`src/rtl/decoder_3to8_seq.sv`:
```
// Sequenced 3-to-8 one-hot decoder: codes arrive over valid/ready into a FIFO, each is
// held on a registered one-hot output for dwell+1 enabled cycles. Define DECODER_GAP_EN for break-before-make.
module decoder_3to8_seq #(
  parameter int DWELL_W    = 4,
  parameter int FIFO_DEPTH = 4
) (
  input  logic               clk,
  input  logic               rst,
  input  logic               in_valid,
  input  logic [2:0]         in_code,
  output logic               in_ready,
  input  logic [DWELL_W-1:0] dwell,
  input  logic               en,
  output logic [7:0]         out,
  output logic               out_valid,
  output logic               busy
);

  localparam int PTR_W = (FIFO_DEPTH > 1) ? $clog2(FIFO_DEPTH) : 1;

  typedef enum logic [1:0] {
    IDLE = 2'd0,
    HOLD = 2'd1,
    GAP  = 2'd2
  } state_t;

  state_t             state, state_next;
  logic [DWELL_W-1:0] hold_cnt, hold_next;
  logic [2:0]         code, code_next;
  logic [7:0]         out_next;

  logic [2:0]         mem [FIFO_DEPTH];
  logic [PTR_W-1:0]   wr_ptr, rd_ptr;
  logic [PTR_W:0]     count;
  logic               full, empty, push, pop;
  logic [2:0]         head;

  // Handshake depends only on registered occupancy, never on a same-cycle pop.
  assign full     = (count == (PTR_W+1)'(FIFO_DEPTH));
  assign empty    = (count == '0);
  assign in_ready = !full;
  assign push     = in_valid && !full;
  assign head     = mem[rd_ptr];
  assign busy     = (state != IDLE) || !empty;

  // NOTE: storage array has no reset; only pointers and count define FIFO contents.
  always_ff @(posedge clk) begin
    if (push) mem[wr_ptr] <= in_code;
  end

  always_ff @(posedge clk or posedge rst) begin
    if (rst) begin
      wr_ptr <= '0;
      rd_ptr <= '0;
      count  <= '0;
    end else begin
      if (push) wr_ptr <= wr_ptr + 1'b1;
      if (pop)  rd_ptr <= rd_ptr + 1'b1;
      case ({push, pop})
        2'b10:   count <= count + 1'b1;
        2'b01:   count <= count - 1'b1;
        default: count <= count;
      endcase
    end
  end

  // NOTE: sequential state uses non-blocking assignments so all registers update together.
  always_ff @(posedge clk or posedge rst) begin
    if (rst) begin
      state     <= IDLE;
      hold_cnt  <= '0;
      code      <= '0;
      out       <= '0;
      out_valid <= 1'b0;
    end else begin
      state     <= state_next;
      hold_cnt  <= hold_next;
      code      <= code_next;
      out       <= out_next;
      out_valid <= |out_next;
    end
  end

  // NOTE: every comb output gets a default first so no latch is inferred.
  always_comb begin
    state_next = state;
    pop        = 1'b0;
    case (state)
      IDLE: begin
        if (en && !empty) begin
          pop        = 1'b1;
          state_next = HOLD;
        end
      end
      HOLD: begin
        if (en && hold_cnt == '0) begin
`ifdef DECODER_GAP_EN
          state_next = GAP;
`else
          if (!empty) pop = 1'b1;
          else        state_next = IDLE;
`endif
        end
      end
`ifdef DECODER_GAP_EN
      GAP: begin
        if (en && !empty) begin
          pop        = 1'b1;
          state_next = HOLD;
        end else begin
          state_next = IDLE;
        end
      end
`endif
      default: state_next = IDLE;
    endcase
  end

  // Output is blank unless a code is being loaded or an enabled hold continues.
  always_comb begin
    out_next  = '0;
    hold_next = hold_cnt;
    code_next = code;
    if (pop) begin
      code_next = head;
      hold_next = dwell;
      out_next  = 8'(1) << head;
    end else if (state == HOLD && en && hold_cnt != '0) begin
      hold_next = hold_cnt - 1'b1;
      out_next  = 8'(1) << code;
    end
  end

endmodule

```
`config.mk`:
```
export PLATFORM = sky130hd
export DESIGN_NAME = decoder_3to8_seq
export DESIGN_NICKNAME = d
export VERILOG_FILES = /design/src/rtl/decoder_3to8_seq.sv
export SDC_FILE = /design/constraint.sdc
export NUM_CORES = 1
export LEC_CHECK = 0
export CORE_MARGIN = 10
export CORE_UTILIZATION = 28
export CTS_CLUSTER_SIZE = 30
export DETAILED_ROUTE_END_ITERATION = 7
export GPL_TIMING_DRIVEN = 0
export HOLD_SLACK_MARGIN = 0.03
export SYNTH_ARGS = -nofsm -noshare
export SYNTH_HDL_FRONTEND = slang
export SYNTH_SLANG_ARGS = --single-unit
```
`constraint.sdc`:
```
create_clock -name clk -period 6.6 [get_ports clk]
set_input_delay 0.99 -clock clk [delete_from_list [all_inputs] [get_ports clk]]
set_output_delay 0.99 -clock clk [all_outputs]
set_load 0.05 [all_outputs]
```
# [Word-level counts from Yosys, hierarchy flattened]
# Memory sizes are Yosys's and may differ from the RTL's.
# Index checks and enable logic that the tools add are counted.
[word_totals] register_bits=25 latch_bits=0 mem_bits_rw=12 rom_bits=0 inputBits=11 output_inout_bits=11 elab_cells=55 memories=1
[op_classes] add_sub_neg=5 multipliers=0 div=0 magnitude_cmp=0 eq_ne=7 shifts=2 mux=15 n_bitwise=0 reduce_logical=17
[mem_list] memory="mem" depth=4 word_bits=3 read_ports=1 rd_clocked_by_memory_dff=0 write_ports=1 line_no="32" rtl="logic [2:0] mem [FIFO_DEPTH];"
[ops] operator="two-way mux 8 bit" n=2
[ops] operator="<< shifter 1 x 3 -> 8 bit, first input constant" n=2
[ops] operator="two-way mux 4 bit" n=2
[ops] operator="OR reduction 8 bit" n=1
[ops] operator="two-way mux 2 bit" n=3
[ops] operator="inequality test 2 bit, second input constant" n=3
[ops] operator="case mux 3 bit (2 select lines)" n=1
[ops] operator="nonzero test 2 bit" n=3
[ops] operator="logical AND 1 bit" n=5
[ops] operator="two-way mux 1 bit" n=5
[ops] operator="adder 2 x 1 -> 2 bit, second input constant" n=2
[ops] operator="equality test 2 x 1 -> 1 bit, second input constant" n=2
[ops] operator="logical NOT 4 bit" n=1
[ops] operator="case mux 2 bit (2 select lines)" n=1
[ops] operator="nonzero test 4 bit" n=1
[ops] operator="subtractor 4 x 1 -> 4 bit, second input constant" n=1
[ops] operator="adder 3 x 1 -> 3 bit, second input constant" n=1
[ops] operator="equality test 3 bit, second input constant" n=1
[ops] operator="logical NOT 3 bit" n=1
[ops] operator="AND reduction 3 bit" n=1
[ops] operator="subtractor 3 x 1 -> 3 bit, second input constant" n=1
[ops] operator="equality test 2 bit, second input constant" n=1
[ops] operator="logical NOT 1 bit" n=2
[ops] operator="logical NOT 2 bit" n=1
[ops] operator="2 further kinds" n=2

# [Logic depth before layout (Yosys ltp)]
[depth] word_depth=7 ltp_mapped=11 ltp_nobuf=10

# [Worst setup path before layout]
# No wires, ideal clock.
[synth_timing] kind="input port to flip-flop" start="input port en" end="register count[2]" setup_time_ns=0.079 arrival_time_ns=2.611 required_time_ns=6.521 slack_ns=3.910 stages=9 path_buffers=1 path_cell_list="clkbuf_1 -> o31ai_1 -> a21oi_4 -> ha_1 -> inv_1 -> fa_1 -> xor2_1 -> nor2_1 -> xor2_1"
[synth_between] elab_chain_cells=5 elab_cells_between_ends=9 cone_classes="2 x eq/ne; 4 x mux; 3 x reduce/logical"
[synth_lines] item="start: declaration" line_no="13" rtl="input logic en,"
[synth_lines] item="logical AND 1 bit, on equally long branches" line_no="96, 90"
[synth_lines] item="two-way mux 1 bit, on equally long branches" line_no="96, 90"
[synth_lines] item="case mux 1 bit (2 select lines) (*)" line_no="88" rtl="case (state)"
[synth_lines] item="equality test 2 x 1 -> 1 bit or equality test 2 bit (tied branches)" line_no="59" rtl="case ({push, pop})"
[synth_lines] item="case mux 3 bit (2 select lines) or nonzero test 2 bit (tied branches)"
[synth_lines] item="end signal: assignment" line_no="60" rtl="2'b10: count <= count + 1'b1;"
[synth_lines] item="end signal: assignment" line_no="61" rtl="2'b01: count <= count - 1'b1;"
[synth_lines] item="end signal: assignment" line_no="62" rtl="default: count <= count;"
[synth_lines] item="end: declaration" line_no="34" rtl="logic [PTR_W:0] count;"
# Mark *: on every way between the ends. The rest lies on a longest branch, timed or not.
# A chain may end at the register's enable or synchronous reset.

# [Worst setup path in the final report]
[layout_timing] start="register count[2]" end="output port busy"
[layout_between] elab_chain_cells=3
[layout_lines] item="logical NOT 3 bit" line_no="40" rtl="assign empty = (count == '0);"
[layout_lines] item="logical NOT 1 bit"
[layout_lines] item="logical OR 1 bit" line_no="44" rtl="assign busy = (state != IDLE) || !empty;"
[layout_lines] item="end: declaration" line_no="16" rtl="output logic busy"
# No other way between the ends.

==> impl_metrics.csv <==
group,metric,value,unit
synth,yosysWarnings,0,
drt,vias_per_cell,4.52,
drt,final_antenna_net_count,0,
final_layout,flow.area_growth_from_synthesis,23.6,%
global_routing,number_of_global_route_vias_before_repair,1098,
placed_design,dp_hpwl,2.14,mm
drt,routed_wire_length_per_instance,12.4,um
synth,synth-seq-area-share,58.0,%
status,status,"completed",
setup_path,critPathKind,"flop to output pin",
timing,rsz0062_at_grt,"no",
die,die_span_x,96.9,um
clock_network,clock_sink_count,36,
synth,yosys-top-cells-area,"sky130_fd_sc_hd__dfrtp_1 (36%), sky130_fd_sc_hd__edfxtp_1 (22%), sky130_fd_sc_hd__ha_1 (5.3%)",
clock_network,insertion_delay,0.28,ns
global_routing,globalRouteTotalUtil,6.51,%
drt,post-route-drc-count,0,
global_routing,globalRoute.busiestLayer,"met2",
synth,synth.cell_area,1660,sq um
synth,synth.avg_cell_area,12.5,sq um
clock_network,clockRootBuffer,"sky130_fd_sc_hd__clkbuf_8",
setup_path,critPathArrivalTime,2.06,ns
clock_network,numCtsBuffers,5,
final_layout,finalNetCount,178,
clock_network,cts_tree,"yes",
timing,fin_hold_ws,0.523,ns
die,row_count,27,
placed_design,portBuffers,20,
global_routing,globalRouteOverflowTotal,0,
drt,route.vias.total,1048,
setup_path,ff2ff_path_depth,11,
placed_design,placed_cell_area,1950,sq um
drt,initialDrtViolationCount,21,
setup_path,start_kind,"flop",
placed_design,number_of_cells_in_the_design_after_placement,224,
global_routing,global_route.usage.met2,9.41,%
drt,drt_pass1_iterations,4,
placed_design,gp_congestion,0.777,
global_routing,use_met3,2.91,%
timing,tightestPinTransition,0.887,ns
timing,tcrit_tclk_final,46.3,%
timing,slew_viol_final,0,
synth,postSynthRegisterBits,36,
timing,setup_skew_after_layout,0.00399,ns
global_routing,grt_first_pass_wirelength,5.13,mm
global_routing,groute.layer.met1.usage,8.18,%
timing,timing.setup.tns,0,ns
final_layout,num_antenna_cells,0,
die,initial_core_util,29.5,%
final_layout,most_frequent_standard_cell_in_the_layout_excluding_fill_and_tap_cells,"sky130_fd_sc_hd__dfrtp_1",
clock_network,clk_pin_slew,0.07,ns
power_and_ir_drop,sequentialPowerShare,41.8,%
final_layout,fraction_of_layout_instances_using_a_drive_strength_above_1,9.38,%
final_layout,stdcell_area,2050,sq um
power_and_ir_drop,switching_share_of_total_power,35.9,%
die,die_h,96.9,um
synth,synth.top_cell.area_share,36.3,%
power_and_ir_drop,total_power,0.000835,W
final_layout,layout_common_cells,"sky130_fd_sc_hd__dfrtp_1 (24), sky130_fd_sc_hd__clkdlybuf4s50_1 (20), sky130_fd_sc_hd__edfxtp_1 (12)",
setup_path,critical_path_required,5.61,ns
setup_path,critPathMaxFanout,5,
global_routing,grt_antenna_before_repair,0,
timing,final-hold-violation-count,0,
power_and_ir_drop,cellInternalPower,0.000535,W
final_layout,final-instance-count-excl-fill,232,
clock_network,cts.repair.resized,0,
global_routing,grt_start_max_net_pins,25,
die,coreArea,5610,sq um
die,design.die.area,9390,sq um
power_and_ir_drop,power.switching,0.000300,W
timing,finalSetupViolCount,0,
power_and_ir_drop,power.density,408,nW/um^2
clock_network,postCtsSetupBuffers,0,
synth,synth.distinct_cells,33,
power_and_ir_drop,vdd_ir_drop_max,0.163,mV
hold_path,min_delay_path_depth,1,
setup_path,critPathCaptureType,"output pin",
synth,synth_fp_nets,151,
timing,achievable-frequency,0.327,GHz
setup_path,r2r_setup_slk,4.00,ns
timing,relSlewSlack,40.8,%
power_and_ir_drop,power_frac_comb,38.1,%
clock_network,clock_path_buffers,2,
synth,yosys.area.top_type,"sky130_fd_sc_hd__dfrtp_1",
die,io_pins,22,
clock_network,cts-hold-fix-buffers,0,
power_and_ir_drop,clock_power_share,20.1,%
clock_network,number_of_levels_the_h_tree_was_split_into,2,
timing,post-route-min-period,3.05,ns
hold_path,holdCritPathClass,"flop to flop",
drt,detail_route.wirelength,2.88,mm
synth,synth_cells,132,
power_and_ir_drop,cellLeakagePower,0.844,nW
run,maximum_capacitance_violations,0,
[power groups by stage]
stage	clock network (W)	logic, W	registers [W]
2_1_floorplan	0	0.000206	0.000385
3_3_place_gp	0	0.000317	0.000353
3_5_place_dp	0	0.000322	0.000354
4_1_cts	0.000174	0.000323	0.000350
5_1_grt	0.000188	0.000360	0.000359
6_report	0.000168	0.000318	0.000350
[worst paths after layout]
path	start	endpoint
setup / recovery	count[2]$_DFFE_PP0P_	busy
hold / removal	hold_cnt[0]$_DFFE_PP0P_	hold_cnt[0]$_DFFE_PP0P_
setup reg to reg	hold_cnt[0]$_DFFE_PP0P_	count[2]$_DFFE_PP0P_
hold reg to reg	hold_cnt[0]$_DFFE_PP0P_	hold_cnt[0]$_DFFE_PP0P_
max in group asynchronous	rst	out[3]$_DFF_PP0_
min in group asynchronous	rst	wr_ptr[0]$_DFFE_PP0P_
[Yosys cell counts]
library cell / instances
sky130_fd_sc_hd__a21oi_1: 2
sky130_fd_sc_hd__a21oi_4: 1
sky130_fd_sc_hd__a22o_1: 2
sky130_fd_sc_hd__a22oi_1: 1
sky130_fd_sc_hd__and2_1: 3
sky130_fd_sc_hd__and3_1: 4
sky130_fd_sc_hd__buf_2: 2
sky130_fd_sc_hd__clkbuf_1: 2
sky130_fd_sc_hd__dfrtp_1: 24
sky130_fd_sc_hd__edfxtp_1: 12
sky130_fd_sc_hd__fa_1: 1
sky130_fd_sc_hd__ha_1: 7
sky130_fd_sc_hd__inv_1: 11
sky130_fd_sc_hd__mux2_1: 1
sky130_fd_sc_hd__mux2_2: 2
sky130_fd_sc_hd__mux2i_1: 1
sky130_fd_sc_hd__mux4_2: 3
sky130_fd_sc_hd__nand2_1: 7
sky130_fd_sc_hd__nand2b_1: 8
sky130_fd_sc_hd__nand3_1: 7
sky130_fd_sc_hd__nand4b_1: 1
sky130_fd_sc_hd__nor2_1: 3
sky130_fd_sc_hd__nor3_1: 2
sky130_fd_sc_hd__o21ai_0: 4
sky130_fd_sc_hd__o22ai_1: 6
sky130_fd_sc_hd__o2bb2ai_1: 1
sky130_fd_sc_hd__o31ai_1: 3
sky130_fd_sc_hd__o32ai_1: 2
sky130_fd_sc_hd__or2_1: 1
sky130_fd_sc_hd__or3_1: 1
sky130_fd_sc_hd__or3b_1: 1
sky130_fd_sc_hd__xnor2_1: 3
sky130_fd_sc_hd__xor2_1: 3
[critical path: stages (launching register included)]
cell                              delay, ns
sky130_fd_sc_hd__dfrtp_1               0.44
sky130_fd_sc_hd__nor3_1                0.46
sky130_fd_sc_hd__nand2b_1              0.15
sky130_fd_sc_hd__clkdlybuf4s50_1       0.73
[logic make-up after synthesis]
| family | count (synthesis) | share of synthesized area [%] |
|---|---|---|
| xor+xnor | 6 | 3.18 |
| compound gates | 22 | 9.52 |
| fa+ha+maj | 8 | 6.50 |
| simple gates | 38 | 12.5 |
| mux | 7 | 6.73 |
| flops | 36 | 58.1 |
| buf+inv | 15 | 3.55 |
[routing by layer]
metal  share of wire (%)  routed length, um
met1                  49               1410
met2                  44               1270
met3                 5.8                166
met4                 1.2                 34
met5                   0                  0
[final cells by class]
type                    count  area (sq um)
plain buffers               4          17.5
clock buffers               8           100
fillers                   575          3560
inverters                  11          41.3
multi-input cells          81           636
flip-flops and latches     36           961
well taps                  72          90.1
repair buffers             20           200
[flip-flops by register name, summed over array words and instances (netlist names)]
register / flops
rd_ptr: 2
out_valid: 1
count: 3
state: 1
mem: 12
code: 3
hold_cnt: 4
wr_ptr: 2
out: 8
[metrics by stage]
step / setup slack (ns) / util [%]
after floorplan: 3.91 / -
after global placement: 3.64 / 34.7
after detailed placement: 3.60 / 34.7
after CTS: 3.54 / 36.5
after global routing: 3.40 / 36.5
final: 3.55 / 36.5
Power figures use the tool's default switching activity.
